File: config.mk
export PLATFORM = sky130hd
export DESIGN_NAME = bit_serializer
export DESIGN_NICKNAME = d
export VERILOG_FILES = /design/src/rtl/bit_serializer.sv
export SDC_FILE = /design/constraint.sdc
export NUM_CORES = 1
export LEC_CHECK = 0
export ABC_AREA = 1
export CELL_PAD_IN_SITES_DETAIL_PLACEMENT = 1
export CELL_PAD_IN_SITES_GLOBAL_PLACEMENT = 1
export CORE_AREA = 2 2 47 49
export CTS_BUF_LIST = sky130_fd_sc_hd__clkbuf_16
export DETAILED_ROUTE_END_ITERATION = 16
export DIE_AREA = 0 0 49 51
export PLACE_DENSITY = 0.73
export RECOVER_POWER = 25
export SLEW_MARGIN = 30
export SYNTH_ARGS = -nofsm -noshare
export SYNTH_HDL_FRONTEND = slang
export SYNTH_SLANG_ARGS = --single-unit
File: constraint.sdc
create_clock -name CLK -period 1.7 [get_ports CLK]
set_input_delay 0.17 -clock CLK [delete_from_list [all_inputs] [get_ports CLK]]
set_output_delay 0.17 -clock CLK [all_outputs]
set_load 0.01 [all_outputs]
File: src/rtl/bit_serializer.sv
// Parallel-to-serial shifter with a valid/ready load port and registered
// serial outputs (data bit, valid, last-bit marker).
module bit_serializer #(
    parameter int unsigned DATA_WIDTH = 8,
    parameter bit          MSB_FIRST  = 1'b1,
    parameter logic        IDLE_BIT   = 1'b0
) (
    input  logic                  CLK,
    input  logic                  RST,
    input  logic [DATA_WIDTH-1:0] Data_In,
    input  logic                  Load_Valid,
    output logic                  Load_Ready,
    output logic                  Ser_Out,
    output logic                  Ser_Valid,
    output logic                  Last
);

    localparam int unsigned CW = (DATA_WIDTH > 1) ? $clog2(DATA_WIDTH) : 1;
    localparam logic [CW-1:0] CNT_MAX = CW'(DATA_WIDTH - 1);

    typedef enum logic {
        IDLE  = 1'b0,
        SHIFT = 1'b1
    } state_t;

    state_t                state_q, state_d;
    logic [CW-1:0]         cnt_q, cnt_d;
    logic [CW-1:0]         cnt_inc;
    logic [DATA_WIDTH-1:0] shreg_q, shreg_d;
    logic                  ser_out_q, ser_out_d;
    logic                  ser_valid_q, ser_valid_d;
    logic                  last_q, last_d;
    logic                  final_bit;
    logic                  load;

    assign cnt_inc    = cnt_q + CW'(1);
    assign final_bit  = (state_q == SHIFT) && (cnt_q == CNT_MAX);
    assign Load_Ready = (state_q == IDLE) || final_bit;
    assign load       = Load_Valid && Load_Ready;

    assign Ser_Out   = ser_out_q;
    assign Ser_Valid = ser_valid_q;
    assign Last      = last_q;

    // shreg holds the bits still to be presented; the current bit lives in ser_out_q
    always_comb begin
        state_d     = state_q;
        cnt_d       = cnt_q;
        shreg_d     = shreg_q;
        ser_out_d   = ser_out_q;
        ser_valid_d = ser_valid_q;
        last_d      = last_q;
        if (load) begin
            state_d     = SHIFT;
            cnt_d       = '0;
            ser_valid_d = 1'b1;
            last_d      = 1'b0;
            if (MSB_FIRST) begin
                ser_out_d = Data_In[DATA_WIDTH-1];
                shreg_d   = {Data_In[DATA_WIDTH-2:0], 1'b0};
            end else begin
                ser_out_d = Data_In[0];
                shreg_d   = {1'b0, Data_In[DATA_WIDTH-1:1]};
            end
        end else if (final_bit) begin
            state_d     = IDLE;
            cnt_d       = '0;
            ser_out_d   = IDLE_BIT;
            ser_valid_d = 1'b0;
            last_d      = 1'b0;
        end else if (state_q == SHIFT) begin
            cnt_d       = cnt_inc;
            ser_valid_d = 1'b1;
            last_d      = (cnt_inc == CNT_MAX);
            if (MSB_FIRST) begin
                ser_out_d = shreg_q[DATA_WIDTH-1];
                shreg_d   = {shreg_q[DATA_WIDTH-2:0], 1'b0};
            end else begin
                ser_out_d = shreg_q[0];
                shreg_d   = {1'b0, shreg_q[DATA_WIDTH-1:1]};
            end
        end
    end

    always_ff @(posedge CLK or posedge RST) begin
        if (RST) begin
            state_q     <= IDLE;
            cnt_q       <= '0;
            shreg_q     <= '0;
            ser_out_q   <= IDLE_BIT;
            ser_valid_q <= 1'b0;
            last_q      <= 1'b0;
        end else begin
            state_q     <= state_d;
            cnt_q       <= cnt_d;
            shreg_q     <= shreg_d;
            ser_out_q   <= ser_out_d;
            ser_valid_q <= ser_valid_d;
            last_q      <= last_d;
        end
    end

endmodule
==> impl_metrics.csv <==
group,metric,value,unit
cells_and_area,postLayoutCellArea,915,sq um
synth,synth_top_family_by_area,"simple AND/OR/NAND/NOR gates",
cts,cts_tree,"yes",
floorplanning,start_util,0.315,
global_route,antenna_found_initial,0,
floorplanning,die_w,49,um
synth,synth_compound_area_frac,0.0365,
synth,synth_adder_area_share,0.0577,
pwr,power_density,1640,nW/um^2
cts,clock_sinks,14,
pwr,p_leak,0.442,nW
cells_and_area,diodes,0,
timing,fmax,612,MHz
place,globalplace.congestion,0.677,
worst_setup_path,r2r_slack,190,ps
routing,routedWlPerCell,12.8,um
routing,viasPerCell,4.60,
worst_setup_path,cp.arrival,1460,ps
worst_setup_path,cp_max_fo,4,
timing,hold_viol,0,
worst_setup_path,cp_data_required_time,1530,ps
synth,synth_largest_area_cell,"dfrtp_1",
cts,path_clk_slew,50,ps
routing,drc,0,
global_route,grt_pass1_vias,611,
routing,drtIter0Drc,10,
cts,cts_htree_levels,1,
synth,synth_area,651,sq um
routing,drt_pre_antenna_iters,2,
synth,ys_ff_latch,14,
timing,min_period,1630,ps
timing,finClkSkew,2.79,ps
timing,slew_viol_final,0,
timing,max_slew.worst_pin.slew,554,ps
global_route,grt_usage,0.146,
outcome,status,"finished clean",
cells_and_area,layout-drive-gt1-share,0.132,
cts,cts_buffers,3,
min_path,min_path_type,"in2async",
synth,synthXorXnorAreaFrac,0,
cells_and_area,syn_to_final_growth,40.6,%
cells_and_area,fin_nets,107,
worst_setup_path,setup.worst_path.end_class,"output pin",
floorplanning,die_height,51,um
global_route,gr-total-overflow,0,
global_route,grt_pass1_wl,2760,um
synth,synthSimpleGateAreaFrac,0.321,
worst_setup_path,cp-start-kind,"flop",
synth,synth_top_area_frac,0.538,
cts,root_buffer,"clkbuf_16",
routing,wirelength,1520,um
timing,rsz0062_at_grt,"false",
cts,clockBufferDepth,2,
place,dp_hpwl,1110,um
timing,period_share,0.961,
timing,whs,414,ps
run,drv_cap,0,
worst_setup_path,critical_path_class,"reg2out",
synth,syn_nets,86,
routing,vias,547,
worst_setup_path,r2r-end,"shreg_q[2]",
synth,ys_types,14,
worst_setup_path,reg2reg_depth,7,
synth,ys_seq_area_frac,0.538,
timing,slew_headroom,0.630,
synth,ys.warnings.count,0,
worst_setup_path,rr_startpoint,"cnt_q[1]",
pwr,vdd_drop_max,679,uV
synth,synthTopCellsByArea,"dfrtp_1 (54%), nand2_1 (16%), nand3_1 (6.9%)",
synth,avgSynthCellArea,9.04,sq um
floorplanning,num_rows,17,
global_route,grt_max_degree,15,
cts,insertion_delay,240,ps
floorplanning,coreArea,2060,sq um
place,placed_area,833,sq um
floorplanning,die_area,2500,sq um
synth,synthMuxAreaShare,0,
routing,ant_nets,0,
synth,synthCells,72,
timing,fin_setup_tns,0,ps
place,port_buffers,14,
floorplanning,pin_count,15,
timing,setup_viol_count_final,0,
worst max-delay path by stage:
stage	start	to	cells past startpoint
after detailed placement	cnt_q[0]	Load_Ready	5
after CTS	cnt_q[0]	Load_Ready	5
after global routing	cnt_q[1]	Load_Ready	5
after global placement	cnt_q[0]	Load_Ready	5
after floorplan	cnt_q[0]	shreg_q[3]	6
final	cnt_q[1]	Load_Ready	5
state kept, by name, summed over array words and instances (netlist names):
| register | flops |
|---|---|
| Ser_Valid | 1 |
| shreg_q | 7 |
| cnt_q | 3 |
| Ser_Out | 1 |
| Last | 1 |
| state_q | 1 |
timing repair:
item | 4_1_cts | 5_1_grt
hold buffers | 0 | 0
endpoints found under the setup margin | 1 | 1
resized for setup | 1 | 0
buffers inserted | 0 | 1
cell type report:
cell class	instances	area (sq um)
flip-flops and latches	14	350
fillers	257	1150
clock buffers	3	75.1
well taps	28	35.0
multi-input cells	50	270
repair buffers	16	154
inverters	8	30.0
logic make-up (layout without fill, tap and decap cells):
family	after synthesis	in the layout
AO/OA/AOI/OAI	4	4
AND/OR/NAND/NOR	43	43
buffers and inverters	8	27
adder cells (fa/ha/maj)	3	3
flip-flops	14	14
per-stage QoR:
step                      worst slack [ps]  total power [mW]  instances   util
after floorplan                        373             0.854         72      -
after CTS                             39.5              1.51        118  0.440
after global routing                  5.04              1.63        119  0.443
after detailed placement               106              1.07        115  0.404
final                                 66.6              1.50        119  0.443
after global placement                 155              1.03        115  0.404
synthesized netlist by cell type:
| library cell | instances |
|---|---|
| nand2_2 | 1 |
| nand2_1 | 28 |
| ha_1 | 3 |
| a21oi_1 | 1 |
| nor2_1 | 1 |
| nand3_1 | 9 |
| a22o_1 | 1 |
| nor2_8 | 1 |
| o21ai_0 | 2 |
| inv_2 | 2 |
| nor2_4 | 2 |
| nor2_2 | 1 |
| inv_1 | 6 |
| dfrtp_1 | 14 |
power breakdown:
group | leakage (nW) | internal, mW | switching (mW) | total, mW
sequential | 0.175 | 0.461 | 0.0805 | 0.542
clock | 0.0370 | 0.308 | 0.132 | 0.440
combinational | 0.229 | 0.242 | 0.281 | 0.523
worst max-delay path, cell delays in order, from the launching register on:
cell           delay (ps)
dfrtp_1               400
ha_1                  190
ha_1                  190
inv_1                  80
nand2_2                70
dlygate4sd2_1         290
placed cells by master (no fill, tap or decap):
| cell | synthesis | routed |
|---|---|---|
| nand2_1 | 28 | 28 |
| dfrtp_1 | 14 | 14 |
| clkdlybuf4s50_1 | 0 | 12 |
| nand3_1 | 9 | 9 |
| inv_1 | 6 | 6 |
| ha_1 | 3 | 3 |
| clkbuf_16 | 0 | 3 |
| inv_2 | 2 | 2 |
| nor2_4 | 2 | 2 |
| o21ai_0 | 2 | 2 |
| buf_4 | 0 | 2 |
| nor2_8 | 1 | 1 |
| nand2_2 | 1 | 1 |
| nor2_2 | 1 | 1 |
| nor2_1 | 1 | 1 |
| a21oi_1 | 1 | 1 |
| a22o_1 | 1 | 1 |
| dlygate4sd3_1 | 0 | 1 |
| dlygate4sd2_1 | 0 | 1 |
per-layer routing:
metal  vias to the layer above  share of wire  GRT usage
met3                         3          0.038     0.0292
met1                       267           0.41      0.173
met2                        13           0.53      0.263
met5                         -              0          0
met4                         0          0.014     0.0571
li1                        264              -          -
No activity file was read; power rests on OpenSTA's default activity.
